### src/rtl/branch_unit_ras.sv
// Fetch-stage PC generator: condition evaluation, branch target selection,
// wrong-path flush counter and a circular return-address stack.
module branch_unit_ras #(
    parameter int              XLEN         = 32,
    parameter logic [XLEN-1:0] RESET_PC     = '0,
    parameter int              PC_STEP      = 4,
    parameter int              PC_OFFSET    = 8,
    parameter int              FLUSH_CYCLES = 1,
    parameter int              RAS_DEPTH    = 4
) (
    input  logic            clk,
    input  logic            rst,
    input  logic            stall,
    input  logic            br_valid,
    input  logic [1:0]      br_kind,
    input  logic [3:0]      cond,
    input  logic [3:0]      nzcv,
    input  logic [XLEN-1:0] imm,
    input  logic [XLEN-1:0] target_reg,
    output logic [XLEN-1:0] pc,
    output logic [XLEN-1:0] pc_next,
    output logic            flush,
    output logic            taken,
    output logic            ras_overflow,
    output logic            ras_underflow
);

    localparam int PW = $clog2(RAS_DEPTH);
    localparam int CW = PW + 1;
    localparam int FW = $clog2(FLUSH_CYCLES + 1);
    localparam logic [CW-1:0]   DEPTH_C = CW'(RAS_DEPTH);
    localparam logic [FW-1:0]   FLUSH_C = FW'(FLUSH_CYCLES);
    localparam logic [XLEN-1:0] STEP_C  = XLEN'(PC_STEP);
    localparam logic [XLEN-1:0] OFF_C   = XLEN'(PC_OFFSET);

    localparam logic [1:0] K_REL = 2'b00;
    localparam logic [1:0] K_ABS = 2'b01;
    localparam logic [1:0] K_CALL = 2'b10;
    localparam logic [1:0] K_RET = 2'b11;

    function automatic logic cond_pass(input logic [3:0] c, input logic [3:0] f);
        logic n, z, cy, v;
        {n, z, cy, v} = f;
        case (c)
            4'h0:    cond_pass = z;
            4'h1:    cond_pass = !z;
            4'h2:    cond_pass = cy;
            4'h3:    cond_pass = !cy;
            4'h4:    cond_pass = n;
            4'h5:    cond_pass = !n;
            4'h6:    cond_pass = v;
            4'h7:    cond_pass = !v;
            4'h8:    cond_pass = cy & !z;
            4'h9:    cond_pass = !cy | z;
            4'hA:    cond_pass = (n == v);
            4'hB:    cond_pass = (n != v);
            4'hC:    cond_pass = !z & (n == v);
            4'hD:    cond_pass = z | (n != v);
            4'hE:    cond_pass = 1'b1;
            default: cond_pass = 1'b0;
        endcase
    endfunction

    logic [XLEN-1:0] r_pc;
    logic [FW-1:0]   r_fcnt;
    logic            r_flush;
    logic            r_taken;
    logic            r_ovf;
    logic            r_unf;
    logic [XLEN-1:0] r_ras [RAS_DEPTH];
    logic [PW-1:0]   r_sp;
    logic [CW-1:0]   r_cnt;

    logic            w_accept;
    logic            w_ras_empty;
    logic            w_ras_full;
    logic            w_push;
    logic            w_pop;
    logic            w_unf;
    logic [PW-1:0]   w_top_idx;
    logic [XLEN-1:0] w_target;
    logic [XLEN-1:0] w_pc_next;
    logic [XLEN-1:0] w_ret_addr;
    logic [FW-1:0]   w_fcnt_next;

    // Wrong-path slots (counter != 0) cannot resolve a branch.
    assign w_accept    = br_valid & !stall & (r_fcnt == '0) & cond_pass(cond, nzcv);
    assign w_ras_empty = (r_cnt == '0);
    assign w_ras_full  = (r_cnt == DEPTH_C);
    assign w_push      = w_accept & (br_kind == K_CALL);
    assign w_pop       = w_accept & (br_kind == K_RET) & !w_ras_empty;
    assign w_unf       = w_accept & (br_kind == K_RET) & w_ras_empty;
    assign w_top_idx   = r_sp - PW'(1);
    assign w_ret_addr  = r_pc - OFF_C + STEP_C;

    always_comb begin
        w_target = r_pc + imm - OFF_C;
        case (br_kind)
            K_REL, K_CALL: w_target = r_pc + imm - OFF_C;
            K_ABS:         w_target = target_reg;
            default:       w_target = w_ras_empty ? target_reg : r_ras[w_top_idx];
        endcase
    end

    always_comb begin
        if (stall)         w_pc_next = r_pc;
        else if (w_accept) w_pc_next = w_target;
        else               w_pc_next = r_pc + STEP_C;
    end

    always_comb begin
        if (stall)               w_fcnt_next = r_fcnt;
        else if (w_accept)       w_fcnt_next = FLUSH_C;
        else if (r_fcnt != '0)   w_fcnt_next = r_fcnt - FW'(1);
        else                     w_fcnt_next = r_fcnt;
    end

    always_ff @(posedge clk) begin
        if (rst) begin
            r_pc    <= RESET_PC;
            r_fcnt  <= '0;
            r_flush <= 1'b0;
            r_taken <= 1'b0;
            r_ovf   <= 1'b0;
            r_unf   <= 1'b0;
            r_sp    <= '0;
            r_cnt   <= '0;
        end else begin
            r_pc    <= w_pc_next;
            r_fcnt  <= w_fcnt_next;
            r_flush <= (w_fcnt_next != '0);
            r_taken <= w_accept;
            r_ovf   <= w_push & w_ras_full;
            r_unf   <= w_unf;
            if (w_push) begin
                r_sp <= r_sp + PW'(1);
                if (!w_ras_full) r_cnt <= r_cnt + CW'(1);
            end else if (w_pop) begin
                r_sp  <= w_top_idx;
                r_cnt <= r_cnt - CW'(1);
            end
        end
    end

    // Stack storage is data only; validity is tracked by r_cnt. A push into a
    // full stack lands on the oldest entry because r_sp has wrapped onto it.
    always_ff @(posedge clk) begin
        if (w_push) r_ras[r_sp] <= w_ret_addr;
    end

    assign pc            = r_pc;
    assign pc_next       = w_pc_next;
    assign flush         = r_flush;
    assign taken         = r_taken;
    assign ras_overflow  = r_ovf;
    assign ras_underflow = r_unf;

endmodule

### config.mk
export PLATFORM = sky130hd
export DESIGN_NAME = branch_unit_ras
export DESIGN_NICKNAME = d
export VERILOG_FILES = /design/src/rtl/branch_unit_ras.sv
export SDC_FILE = /design/constraint.sdc
export NUM_CORES = 1
export LEC_CHECK = 0
export BUFFER_PORTS_ARGS = -buffer_cell sky130_fd_sc_hd__buf_2
export CAP_MARGIN = 20
export CORE_ASPECT_RATIO = 0.5
export CORE_MARGIN = 10
export CORE_UTILIZATION = 45
export DETAILED_ROUTE_END_ITERATION = 8
export PLACE_DENSITY_LB_ADDON = 0.3
export SYNTH_ARGS = -nofsm -noshare
export SYNTH_HDL_FRONTEND = slang
export SYNTH_SLANG_ARGS = --single-unit
### constraint.sdc
create_clock -name clk -period 7.1 [get_ports clk]
set_clock_uncertainty 0.2 [all_clocks]
set_input_delay 0 -clock clk [delete_from_list [all_inputs] [get_ports clk]]
set_output_delay 0 -clock clk [all_outputs]
set_load 0.005 [all_outputs]
==> results_dict.tcl <==
set metrics [dict create \
    path_class "register to primary output" \
    die_h_um 131 \
    grt_overflow_total 0 \
    ys_seq_area_share_pct 41.8 \
    setup_ws_ns 2.78 \
    critPathCaptureType "primary output" \
    fin_nets 1407 \
    clock-sinks 169 \
    finalWirelength_mm 36.8 \
    status "finished, final reports clean" \
    die_w_um 243 \
    synth_flop_cell "edfxtp_1" \
    yosysWarnings 0 \
    period_needed_ns 4.32 \
    numPortBuffers 145 \
    dpl.cell_count 1557 \
    path_clk_slew_ns 0.08 \
    slowest_delay_ns 0.63 \
    synth_area_um2 11200 \
    cts-root-buf "clkbuf_16" \
    post-route-period-util_pct 60.8 \
    tightestPinTransition_ns 1.01 \
    clk_latency_ns 0.44 \
    hp-class "primary input to register" \
    rsz0062_at_grt "false" \
    grt_util_all_layers_pct 22.4 \
    fin_setup_tns_ns 0 \
    first_global_vias 9107 \
    fmax_ghz 0.232 \
    floorplan.initialDensity_pct 46.2 \
    clk_path_buf_depth 2 \
    cts_inserted_buffers 17 \
    required_ns 6.90 \
    place_ws_ns 3.31 \
    hold_violations 0 \
    fillers 2141 \
    coreArea_um2 24200 \
    ios 146 \
    syn_to_final_growth_pct 16.1 \
    vias 9468 \
    cts_tree "done" \
    ys_ff_latch 169 \
    cp_slowest_cell "dfxtp_1" \
    grt_max_degree 47 \
    synthAdderAreaFrac_pct 7.87 \
    synthCells 1125 \
    wl_per_cell_um 22.8 \
    dp.final_hpwl_mm 27.3 \
    dr.first_iter.drc_count 1249 \
    synth_xor_area_share_pct 4.00 \
    finalSetupViolCount 0 \
    ant_nets 0 \
    layout_commonest_cell "buf_2" \
    cap_violations 0 \
    synth-simple-area-share_pct 16.1 \
    ys_types 88 \
    slew_headroom_pct 32.4 \
    crit_arrival_ns 4.12 \
    synth_edf_count 128 \
    synth_top_family_by_area "simple AND/OR/NAND/NOR gates" \
    antenna_found_initial 4 \
    routabilityCongestion 0.917 \
    p_leak_uw 0.00521 \
    via_per_inst 5.87 \
    final_cell_mix "buf_2, inv_1, edfxtp_1" \
    power_density_nw_per_um2 228 \
    first_pass_iters 5 \
    critPathLaunchType "register" \
    cp_cell_sequence "inv_1 > ha_1 > inv_1 > ha_1 > and3_1 > a221o_1 > a21oi_1 > a31o_2 > nand2_1 > xor2_1 > a211oi_1 > nor3_1 > buf_2" \
    cts-resized-gates 0 \
    rows 40 \
    syn_avg_cell_area_um2 9.92 \
    crit_fanout 12 \
    h-tree-depth 4 \
    synth_compound_area_share_pct 15.4 \
    route.detailed.drc 0 \
    ir_worst_vdd_mv 0.185 \
    dieArea_um2 31900 \
    synth_mux_area_share_pct 7.37 \
    drive_gt1_share_pct 20.9 \
    layout.cells.non_filler 1612 \
    drv_slew 0 \
    syn_nets 1272 \
    synthArstFlopShare_pct 0 \
    fin_hold_ws_ns 0.0329 \
    grt_first_pass_wirelength_mm 55.4 \
]
==> cell usage after synthesis (7+ instances only) <==
cell / number / area [um^2]
xnor2_1: 39 / 342
a21oi_1: 73 / 365
o21ai_0: 40 / 200
mux4_2: 32 / 721
nand4_1: 20 / 125
xor2_1: 12 / 105
nor2b_1: 20 / 125
ha_1: 67 / 838
nand3_1: 40 / 200
mux2i_1: 9 / 90.1
edfxtp_1: 128 / 3840
nor4_1: 7 / 43.8
and3_1: 16 / 100
a31oi_1: 10 / 62.6
a21o_1: 14 / 105
o211ai_1: 10 / 75.1
clkbuf_1: 25 / 93.8
a211oi_1: 12 / 90.1
buf_2: 27 / 135
inv_1: 132 / 495
nand2_1: 106 / 398
nor2_1: 66 / 248
or3_1: 12 / 75.1
nor3_1: 28 / 140
dfxtp_1: 41 / 821
==> cell families (layout without fill, tap and decap cells) <==
group | count (synthesis) | after routing
adders and majority gates | 69 | 69
other | 0 | 3
DFF | 169 | 169
buffers and inverters | 195 | 343
xor gates and xnor gates | 51 | 51
and+or+nand+nor | 352 | 352
muxes | 42 | 42
AOI/OAI and AO/OA | 247 | 247
==> power by group <==
group	switching, uW	leakage, uW	total, uW	internal, uW
combinational	518	0.00341	790	272
sequential	28.6	0.00149	1170	1140
clock	499	0.000311	996	497
total	1050	0.00521	2950	1910
==> repair_timing <==
action / in CTS / in global routing
buffers inserted: 0 / 0
endpoints found under the hold margin: 23 / 0
hold buffers: 20 / 0
setup endpoints to repair: 0 / 0
==> sequential cells by signal, summed over array words and instances (netlist names) <==
signal and flops:
r_cnt 3, ras_underflow 1, flush 1, ras_overflow 1
r_ras 128, taken 1, pc 32, r_sp 2
==> metrics by stage <==
| step | power, uW | instance area, um^2 | utilization, % |
|---|---|---|---|
| floorplan | 1680 | 11200 | - |
| global placement | 1930 | 12100 | 50.0 |
| detailed placement | 1940 | 12100 | 50.0 |
| CTS | 2940 | 12900 | 53.6 |
| global route | 3070 | 12900 | 53.6 |
| finish | 2950 | 13000 | 53.6 |
==> critical path: cells and delay by family, from the launching register on <==
| family | cells | cell delay (ns) |
|---|---|---|
| compound gates | 4 | 1.00 |
| xor+xnor | 1 | 0.35 |
| fa+ha+maj | 2 | 0.67 |
| buf+inv | 3 | 0.42 |
| flops | 1 | 0.63 |
| simple gates | 3 | 0.61 |
==> routing by layer <==
| metal | vias up | track usage [%] | wire length [um] | part of all wire, % |
|---|---|---|---|---|
| met3 | 63 | 4.77 | 3460 | 9.4 |
| li1 | 4375 | - | - | - |
| met5 | - | 0 | 39 | 0.11 |
| met2 | 393 | 32.6 | 15600 | 42 |
| met4 | 6 | 5.83 | 777 | 2.1 |
| met1 | 4631 | 32.9 | 17000 | 46 |
==> final timing paths <==
check	start	slack, ns	cells past startpoint	endpoint
hold reg to reg	flush	0.30	2	flush
setup / recovery	pc[6]	2.78	13	pc_next[17]
setup reg to reg	pc[6]	3.30	12	pc[29]
hold / removal	rst	0.03	2	pc[15]
==> area by class of cell <==
| class | count | area (um^2) | area share, % |
|---|---|---|---|
| multi-input cells | 761 | 5680 | 43.9 |
| flip-flops and latches | 169 | 4670 | 36.0 |
| repair buffers | 179 | 1030 | 7.96 |
| inverters | 132 | 495 | 3.83 |
| clock buffers | 17 | 425 | 3.28 |
| well taps | 336 | 420 | 3.25 |
| clock inverters | 15 | 223 | 1.72 |
| diodes | 3 | 7.51 | 0.0580 |
(Power assumes the default switching activity.)
